$ cat src/rtl/dvi_video_pkg.sv
// Shared constants for the DVI raster timing generator: default 640x480@60 timing,
// coordinate width and the colour-bar palette.
package dvi_video_pkg;

    localparam int unsigned CoordW = 12;

    localparam int unsigned DefHActive = 640;
    localparam int unsigned DefHFp     = 16;
    localparam int unsigned DefHSync   = 96;
    localparam int unsigned DefHBp     = 48;
    localparam int unsigned DefVActive = 480;
    localparam int unsigned DefVFp     = 10;
    localparam int unsigned DefVSync   = 2;
    localparam int unsigned DefVBp     = 33;

    localparam logic [23:0] RgbWhite   = 24'hFFFFFF;
    localparam logic [23:0] RgbYellow  = 24'hFFFF00;
    localparam logic [23:0] RgbCyan    = 24'h00FFFF;
    localparam logic [23:0] RgbGreen   = 24'h00FF00;
    localparam logic [23:0] RgbMagenta = 24'hFF00FF;
    localparam logic [23:0] RgbRed     = 24'hFF0000;
    localparam logic [23:0] RgbBlue    = 24'h0000FF;
    localparam logic [23:0] RgbBlack   = 24'h000000;

    // Bar index 0 is the leftmost bar.
    function automatic logic [23:0] bar_rgb(input logic [2:0] idx);
        logic [23:0] rgb;
        unique case (idx)
            3'd0:    rgb = RgbWhite;
            3'd1:    rgb = RgbYellow;
            3'd2:    rgb = RgbCyan;
            3'd3:    rgb = RgbGreen;
            3'd4:    rgb = RgbMagenta;
            3'd5:    rgb = RgbRed;
            3'd6:    rgb = RgbBlue;
            default: rgb = RgbBlack;
        endcase
        return rgb;
    endfunction

endpackage

$ cat src/rtl/dvi_raster_counter.sv
// Wrap-around counter 0..Total-1 with enable and a carry-out that is high on the
// enabled cycle in which the counter wraps.
module dvi_raster_counter
    import dvi_video_pkg::*;
#(
    parameter int unsigned Total = 800
) (
    input  logic              clk_i,
    input  logic              rst_ni,
    input  logic              en_i,
    output logic [CoordW-1:0] cnt_o,
    output logic              wrap_o
);

    localparam logic [CoordW-1:0] Last = CoordW'(Total - 1);

    logic [CoordW-1:0] cnt_q, cnt_d;
    logic              at_last;

    assign at_last = (cnt_q == Last);
    assign wrap_o  = en_i && at_last;
    assign cnt_o   = cnt_q;

    always_comb begin
        cnt_d = cnt_q;
        if (en_i) begin
            cnt_d = at_last ? '0 : cnt_q + CoordW'(1);
        end
    end

    always_ff @(posedge clk_i or negedge rst_ni) begin
        if (!rst_ni) begin
            cnt_q <= '0;
        end else begin
            cnt_q <= cnt_d;
        end
    end

endmodule

$ cat src/rtl/dvi_video_timing_gen.sv
// Registered DVI raster timing generator (syncs, DE, X/Y, line/frame pulses).
// Define DVI_TIMING_GEN_COLOR_BARS_EN to drive 8 colour bars on oRgb; otherwise oRgb is 0.
module dvi_video_timing_gen
    import dvi_video_pkg::*;
#(
    parameter int unsigned H_ACTIVE = DefHActive,
    parameter int unsigned H_FP     = DefHFp,
    parameter int unsigned H_SYNC   = DefHSync,
    parameter int unsigned H_BP     = DefHBp,
    parameter int unsigned V_ACTIVE = DefVActive,
    parameter int unsigned V_FP     = DefVFp,
    parameter int unsigned V_SYNC   = DefVSync,
    parameter int unsigned V_BP     = DefVBp,
    parameter bit          HS_POL   = 1'b0,
    parameter bit          VS_POL   = 1'b0
) (
    input  logic              iClk_0,
    input  logic              iRst_n,
    input  logic              iEn,
    output logic              oHsync,
    output logic              oVsync,
    output logic              oDe,
    output logic [CoordW-1:0] oX,
    output logic [CoordW-1:0] oY,
    output logic              oLineStart,
    output logic              oFrameStart,
    output logic [23:0]       oRgb
);

    localparam int unsigned HTotal = H_ACTIVE + H_FP + H_SYNC + H_BP;
    localparam int unsigned VTotal = V_ACTIVE + V_FP + V_SYNC + V_BP;

    localparam logic [CoordW-1:0] HActEnd  = CoordW'(H_ACTIVE);
    localparam logic [CoordW-1:0] HSyncBeg = CoordW'(H_ACTIVE + H_FP);
    localparam logic [CoordW-1:0] HSyncEnd = CoordW'(H_ACTIVE + H_FP + H_SYNC);
    localparam logic [CoordW-1:0] VActEnd  = CoordW'(V_ACTIVE);
    localparam logic [CoordW-1:0] VSyncBeg = CoordW'(V_ACTIVE + V_FP);
    localparam logic [CoordW-1:0] VSyncEnd = CoordW'(V_ACTIVE + V_FP + V_SYNC);

    if (H_ACTIVE == 0 || H_FP == 0 || H_SYNC == 0 || H_BP == 0 ||
        V_ACTIVE == 0 || V_FP == 0 || V_SYNC == 0 || V_BP == 0 ||
        HTotal >= 4096 || VTotal >= 4096) begin : g_param_check
        $error("dvi_video_timing_gen: illegal raster parameters");
    end

    logic [CoordW-1:0] h_cnt, v_cnt;
    logic              h_wrap, v_wrap;

    dvi_raster_counter #(
        .Total (HTotal)
    ) u_h_cnt (
        .clk_i  (iClk_0),
        .rst_ni (iRst_n),
        .en_i   (iEn),
        .cnt_o  (h_cnt),
        .wrap_o (h_wrap)
    );

    // V advances only on the H wrap, so vsync is inherently line-aligned.
    dvi_raster_counter #(
        .Total (VTotal)
    ) u_v_cnt (
        .clk_i  (iClk_0),
        .rst_ni (iRst_n),
        .en_i   (h_wrap),
        .cnt_o  (v_cnt),
        .wrap_o (v_wrap)
    );

    // A frame can only end on the last pixel of a line.
    assert property (@(posedge iClk_0) disable iff (!iRst_n) v_wrap |-> h_wrap);

    logic              active;
    logic              de_q, de_d;
    logic              hsync_q, hsync_d;
    logic              vsync_q, vsync_d;
    logic [CoordW-1:0] x_q, x_d, y_q, y_d;
    logic              ls_q, ls_d;
    logic              fs_q, fs_d;

    always_comb begin
        active  = (h_cnt < HActEnd) && (v_cnt < VActEnd);
        de_d    = active;
        hsync_d = ((h_cnt >= HSyncBeg) && (h_cnt < HSyncEnd)) ? HS_POL : ~HS_POL;
        vsync_d = ((v_cnt >= VSyncBeg) && (v_cnt < VSyncEnd)) ? VS_POL : ~VS_POL;
        x_d     = active ? h_cnt : '0;
        y_d     = active ? v_cnt : '0;
        ls_d    = active && (h_cnt == '0);
        fs_d    = ls_d && (v_cnt == '0);
    end

    always_ff @(posedge iClk_0 or negedge iRst_n) begin
        if (!iRst_n) begin
            de_q    <= 1'b0;
            hsync_q <= ~HS_POL;
            vsync_q <= ~VS_POL;
            x_q     <= '0;
            y_q     <= '0;
            ls_q    <= 1'b0;
            fs_q    <= 1'b0;
        end else if (iEn) begin
            de_q    <= de_d;
            hsync_q <= hsync_d;
            vsync_q <= vsync_d;
            x_q     <= x_d;
            y_q     <= y_d;
            ls_q    <= ls_d;
            fs_q    <= fs_d;
        end
    end

    assign oDe         = de_q;
    assign oHsync      = hsync_q;
    assign oVsync      = vsync_q;
    assign oX          = x_q;
    assign oY          = y_q;
    assign oLineStart  = ls_q;
    assign oFrameStart = fs_q;

`ifdef DVI_TIMING_GEN_COLOR_BARS_EN
    localparam logic [CoordW-1:0] BarW = CoordW'(H_ACTIVE / 8);

    logic [2:0]  bar_idx;
    logic [23:0] rgb_q, rgb_d;

    // Smallest bar whose right edge lies beyond h_cnt; anything past bar 6 is the last bar.
    always_comb begin
        bar_idx = 3'd7;
        for (int i = 6; i >= 0; i--) begin
            if (h_cnt < BarW * CoordW'(i + 1)) begin
                bar_idx = 3'(i);
            end
        end
        rgb_d = active ? bar_rgb(bar_idx) : '0;
    end

    always_ff @(posedge iClk_0 or negedge iRst_n) begin
        if (!iRst_n) begin
            rgb_q <= '0;
        end else if (iEn) begin
            rgb_q <= rgb_d;
        end
    end

    assign oRgb = rgb_q;
`else
    assign oRgb = '0;
`endif

endmodule

$ cat config.mk
export PLATFORM = sky130hd
export DESIGN_NAME = dvi_video_timing_gen
export DESIGN_NICKNAME = d
export VERILOG_FILES = /design/src/rtl/dvi_video_pkg.sv /design/src/rtl/dvi_raster_counter.sv /design/src/rtl/dvi_video_timing_gen.sv
export SDC_FILE = /design/constraint.sdc
export NUM_CORES = 1
export LEC_CHECK = 0
export BUFFER_PORTS_ARGS = -buffer_cell sky130_fd_sc_hd__clkbuf_2
export CAP_MARGIN = 10
export CELL_PAD_IN_SITES_DETAIL_PLACEMENT = 0
export CELL_PAD_IN_SITES_GLOBAL_PLACEMENT = 1
export CORE_UTILIZATION = 35
export CTS_BUF_LIST = sky130_fd_sc_hd__clkbuf_8
export DETAILED_ROUTE_END_ITERATION = 6
export PLACE_DENSITY = 0.69
export SETUP_SLACK_MARGIN = 0.05
export SYNTH_ARGS = -nofsm -noshare
export SYNTH_HDL_FRONTEND = slang
export SYNTH_SLANG_ARGS = --single-unit
$ cat constraint.sdc
create_clock -name iClk_0 -period 4 [get_ports iClk_0]
set_clock_uncertainty 0.1 [all_clocks]
set_input_delay 0 -clock iClk_0 [delete_from_list [all_inputs] [get_ports iClk_0]]
set_output_delay 0 -clock iClk_0 [all_outputs]
set_load 0.02 [all_outputs]
### Word level (Yosys, flattened, before mapping)

Cells that the tools add are included.

| storage, ports and cells | value |
|---|---|
| register bits | 53 |
| input bits | 3 |
| output and inout port bits | 53 |
| word-level logic and storage cells | 33 |

| cells by class | value |
|---|---|
| add/sub/neg operators | 2 |
| $lt $le $gt $ge | 6 |
| equal/unequal tests | 2 |
| muxes and demuxes | 6 |
| reduce and logical (&&, ||, !) cells | 8 |

Operator list:

| kind | count |
|---|---|
| $mux 12 | 4 |
| $add 12x1->12 const B | 2 |
| $eq 12x10->1 const B | 2 |
| $logic_not 12->1 | 2 |
| $lt 12x10->1 const B | 2 |
| $lt 12x9->1 const B | 2 |
| $ge 12x10->1 const B | 1 |
| $ge 12x9->1 const B | 1 |
| $logic_and 1x1->1 | 6 |
| $mux 1 | 2 |

### Depth between registers and ports, before layout

| logic depth | value |
|---|---|
| depth in word-level cells | 4 |
| mapped depth | 6 |
| depth with buffers taken out | 5 |

### By module

From an unflattened synthesis, not the netlist that was laid out.

| unflattened totals | value |
|---|---|
| cell total of the unflattened synthesis | 264 |
| area total of the unflattened synthesis | 2780.2 um^2 |

By module, submodules not included:

| module | instances | cells each | area each (um^2) | sequential area each (um^2) |
|---|---|---|---|---|
| dvi_video_timing_gen | 1 | 148 | 1539.0 | 728.2 |
| dvi_raster_counter (u_v_cnt) | 1 | 60 | 631.9 | 300.3 |
| dvi_raster_counter (u_h_cnt) | 1 | 56 | 609.3 | 300.3 |

### Worst setup path before layout

No wires, ideal clock.

| timing | value |
|---|---|
| path type | register to register |
| start | register u_h_cnt.cnt_q[6] (netlist: u_h_cnt.cnt_o[6]) |
| end | register u_v_cnt.cnt_q[10] (netlist: u_v_cnt.cnt_o[10]) |
| setup time | 121 ps |
| arrival time | 1747 ps |
| data required time | 3779 ps |
| path slack | 2032 ps |
| stages on the path, launching flop included | 7 |
| path buffers | 2 |
| period minus slack after synthesis | 1968 ps |
| cell sequence | dfrtp_1 > buf_6 > or3_4 > nor4_4 > buf_6 > o211ai_1 > a22o_1 |

| on the way | value |
|---|---|
| longest elaborated chain between the ends | 2 |

RTL lines:

| item | RTL line | source |
|---|---|---|
| start, declared | dvi_raster_counter.sv:17 | `logic [CoordW-1:0] cnt_q, cnt_d;` |
| start signal, assigned | dvi_raster_counter.sv:35 | `cnt_q <= cnt_d;` |
| $eq 12x10->1 | dvi_raster_counter.sv:20 | `assign at_last = (cnt_q == Last);` |
| $logic_and 1x1->1 | dvi_raster_counter.sv:21 | `assign wrap_o = en_i && at_last;` |
| end signal, assigned | dvi_raster_counter.sv:35 |  |
| end, declared | dvi_raster_counter.sv:17 |  |

No other way between the ends.
A chain may end at the register's enable or synchronous reset.

### Worst setup path after layout

| timing | value |
|---|---|
| start | register u_h_cnt.cnt_q[6] (netlist: u_h_cnt.cnt_o[6]) |
| end | register u_v_cnt.cnt_q[0] (netlist: u_v_cnt.cnt_o[0]) |

Same word-level chain as after synthesis.

==> impl_metrics.env <==
export IMPL_cp_end_kind="flop"
export IMPL_dp_cells=358
export IMPL_slowest_delay_ns=0.79
export IMPL_avg_vias_per_cell=4.98
export IMPL_place_congestion=0.794
export IMPL_startpoint_type="flop"
export IMPL_gr_usage_all_layers=0.141
export IMPL_final_cell_area_um2=2870
export IMPL_fin_tns_setup_ns=0
export IMPL_core_um2=7250
export IMPL_synth_ff_latch_count=53
export IMPL_die_area_um2=7890
export IMPL_fin_nets=274
export IMPL_clk_pin_slew_worst_paths_ns=0.09
export IMPL_grt_setup_unrepaired="false"
export IMPL_max_clock_freq_mhz=412
export IMPL_route_detailed_wl_per_inst_um=13.5
export IMPL_globalRouteOverflowTotal=0
export IMPL_hp_class="in -> reg"
export IMPL_htree_num_levels=2
export IMPL_initial_core_utilization=0.364
export IMPL_buffers_added_on_ports=31
export IMPL_tritoncts="yes"
export IMPL_p_leak_nw=1.41
export IMPL_cts_hold_buffers=1
export IMPL_synth_area_um2=2640
export IMPL_cts_repair_resize_count=0
export IMPL_synth_cells=243
export IMPL_grt_antenna_before_repair=0
export IMPL_timing_critical_path_fanout_max=17
export IMPL_synthesis_yosys_warnings=0
export IMPL_cts_root_to_sink_buffers=2
export IMPL_finalCritPeriodShare=0.607
export IMPL_syn_avg_cell_area_um2=10.9
export IMPL_grt_max_degree=54
export IMPL_worst_slew_margin_rel=0.405
export IMPL_critPathCapture="u_v_cnt.cnt_o[0]"
export IMPL_holdPathStages=2
export IMPL_final_hold_viol_count=0
export IMPL_drt_initial_drc_count=69
export IMPL_via_count_of_the_first_global_routing_pass=1679
export IMPL_io_pin_count=56
export IMPL_register_area_um2=1330
export IMPL_sum_of_net_half_perimeters_after_detailed_placement_um=3400
export IMPL_setup_viol_count_final=0
export IMPL_fp_dieW_um=88.8
export IMPL_grt_pass1_wl_um=8470
export IMPL_timing_rr_start="u_h_cnt.cnt_o[6]"
export IMPL_worst_slew_pin_transition_ns=0.886
export IMPL_routed_via_count=1822
export IMPL_ctsRootBufferMaster="sky130_fd_sc_hd__clkbuf_8"
export IMPL_worst_ep_required_time_ns=4.15
export IMPL_crit_path_start="u_h_cnt.cnt_o[6]"
export IMPL_crit_reg2reg_capture="u_v_cnt.cnt_o[0]"
export IMPL_place_area_um2=2770
export IMPL_power_dens_cells_nw_per_um2=355
export IMPL_vertical_die_dimension_um=88.8
export IMPL_route_detailed_drc=0
export IMPL_detail_route_antenna_nets=0
export IMPL_rrSetupSlack_ns=1.57
export IMPL_r2r_cells=4
export IMPL_drive_above_1_share=0.180
export IMPL_post_cts_setup_buffers=0
export IMPL_routed_wl_um=4940
export IMPL_num_fill_cells=713
export IMPL_antennaDiodeCount=0
export IMPL_area_growth_synth_to_final_pct=8.68
export IMPL_sequential_share_of_the_synthesized_area=0.504
export IMPL_multi_input_logic_area_um2=1120
export IMPL_worstSkewPairLatency_ns=0.30
export IMPL_max_cap_violations=0
export IMPL_sequence_of_cells_on_the_critical_path="or3_4 > nor4_4 > nor3b_4 > a21o_1"
export IMPL_worstSetupPathType="reg -> reg"
export IMPL_run_status="complete, no violations"
export IMPL_report_final_slew_viol_count=0
export IMPL_irDropWorstVdd_mv=0.125
export IMPL_cts_sinks=53
export IMPL_cts_buffers=5
export IMPL_timing_critical_path_slowest_stage_cell="sky130_fd_sc_hd__nor4_4"
export IMPL_num_rows=31
export IMPL_crit_arrival_ns=2.57
export IMPL_period_minus_slack_ns=2.43
export IMPL_netlist_cell_type_count=43
export IMPL_detailedRoute_firstPassIterationCount=4
export IMPL_post_layout_nonfiller_instances=366
[cell usage after synthesis (all sizes together)]
master / instances / area [um2]
or2: 1 / 6.26
a22o: 26 / 228
a31o: 1 / 8.76
a31oi: 1 / 6.26
o32a: 1 / 10.0
clkbuf: 9 / 33.8
nor3: 7 / 35.0
a21oi: 2 / 10.0
nand3b: 1 / 7.51
and3: 5 / 31.3
nor4b: 1 / 15.0
and2: 3 / 18.8
nand2: 7 / 26.3
or3: 2 / 17.5
nor2: 14 / 52.6
nand4: 9 / 56.3
buf: 31 / 226
nor3b: 2 / 26.3
nand4b: 2 / 17.5
nand3: 6 / 30.0
xor2: 4 / 35.0
a21o: 4 / 30.0
clkinv: 1 / 3.75
inv: 6 / 22.5
dfrtp: 51 / 1280
and4b: 1 / 10.0
dfstp: 2 / 52.6
ha: 4 / 50.1
o211ai: 6 / 45.0
o211a: 1 / 10.0
o21ai: 2 / 10.0
nor4: 6 / 52.6
xnor2: 8 / 70.1
nor2b: 9 / 56.3
conb: 1 / 3.75
and4: 4 / 35.0
o22ai: 2 / 12.5
[cell type report]
cell class	instances	share of cell area
well taps	99	0.0432
flip-flops and latches	53	0.463
repair buffers	34	0.0628
multi-input cells	166	0.390
clock buffers	6	0.0288
clock inverters	1	0.00262
inverters	7	0.00916
[critical path, delay by kind of cell, from the launching register on]
family	cells	cell delay, ns
flops	1	0.47
compound gates	1	0.17
simple gates	3	1.63
[power breakdown]
group | internal, mW | switching, mW
Sequential | 0.558 | 0.0457
Combinational | 0.0374 | 0.0722
Clock | 0.137 | 0.169
[routing by layer]
layer  GRT usage  routed length (um)  vias to the layer above
met5           0                   0                        -
met3      0.0224                 193                        5
met4      0.0528                  77                        0
li1            -                   -                      875
met1       0.198                2370                      892
met2       0.220                2300                       50
[registers in the layout, indices dropped and copies added, names as in the netlist]
| signal | cells |
|---|---|
| u_h_cnt.cnt_o | 12 |
| u_v_cnt.cnt_o | 12 |
| oLineStart | 1 |
| oHsync | 1 |
| oVsync | 1 |
| oX | 12 |
| oY | 12 |
| oDe | 1 |
| oFrameStart | 1 |
[through the flow]
step / util / power, mW / worst slack, ns / hold slack, ns
after global placement: 0.382 / 0.722 / 1.63 / 0.0625
after detailed placement: 0.382 / 0.724 / 1.60 / 0.0687
after global routing: 0.395 / 1.07 / 1.43 / 0.284
after floorplan: - / 0.709 / 2.03 / -0.396
final: 0.395 / 1.02 / 1.57 / 0.223
after CTS: 0.395 / 1.04 / 1.58 / 0.225
[worst min-delay path by stage]
| stage | endpoint | slack (ns) | startpoint |
|---|---|---|---|
| floorplan | oDe | -0.40 | iRst_n |
| global placement | oY[6] | 0.06 | iRst_n |
| detailed placement | oY[6] | 0.07 | iRst_n |
| CTS | oX[11] | 0.23 | iEn |
| global route | oY[11] | 0.28 | iEn |
| finish | oY[11] | 0.22 | iEn |
[cells by family (layout without fill, tap and decap cells)]
family / count (synthesis) / count (layout) / synth area share
buffers and inverters: 47 / 48 / 0.109
and+or+nand+nor: 80 / 80 / 0.187
xor gates and xnor gates: 12 / 12 / 0.0398
adders and majority gates: 4 / 4 / 0.0190
AOI/OAI and AO/OA: 46 / 46 / 0.140
other: 1 / 24 / 0.00142
DFF: 53 / 53 / 0.504
[cells in the final DEF (no fill, tap or decap), types with 2 or more instances in the layout]
| cell type | instances |
|---|---|
| sky130_fd_sc_hd__dfrtp_1 | 51 |
| sky130_fd_sc_hd__clkbuf_2 | 31 |
| sky130_fd_sc_hd__a22o_1 | 26 |
| sky130_fd_sc_hd__conb_1 | 24 |
| sky130_fd_sc_hd__nor2_1 | 14 |
| sky130_fd_sc_hd__nand4_1 | 9 |
| sky130_fd_sc_hd__nor2b_1 | 9 |
| sky130_fd_sc_hd__xnor2_1 | 8 |
| sky130_fd_sc_hd__nand2_1 | 7 |
| sky130_fd_sc_hd__nor3_1 | 7 |
| sky130_fd_sc_hd__inv_1 | 6 |
| sky130_fd_sc_hd__nand3_1 | 6 |
| sky130_fd_sc_hd__o211ai_1 | 6 |
| sky130_fd_sc_hd__clkbuf_8 | 6 |
| sky130_fd_sc_hd__and3_1 | 5 |
| sky130_fd_sc_hd__nor4_1 | 5 |
| sky130_fd_sc_hd__and4_1 | 4 |
| sky130_fd_sc_hd__xor2_1 | 4 |
| sky130_fd_sc_hd__a21o_1 | 4 |
| sky130_fd_sc_hd__ha_1 | 4 |
| sky130_fd_sc_hd__and2_1 | 3 |
| sky130_fd_sc_hd__o21ai_0 | 2 |
| sky130_fd_sc_hd__o22ai_1 | 2 |
| sky130_fd_sc_hd__nand4b_1 | 2 |
| sky130_fd_sc_hd__a21oi_1 | 2 |
| sky130_fd_sc_hd__dfstp_2 | 2 |
| sky130_fd_sc_hd__buf_4 | 2 |
Note: power is estimated with default switching activity, not from simulation.
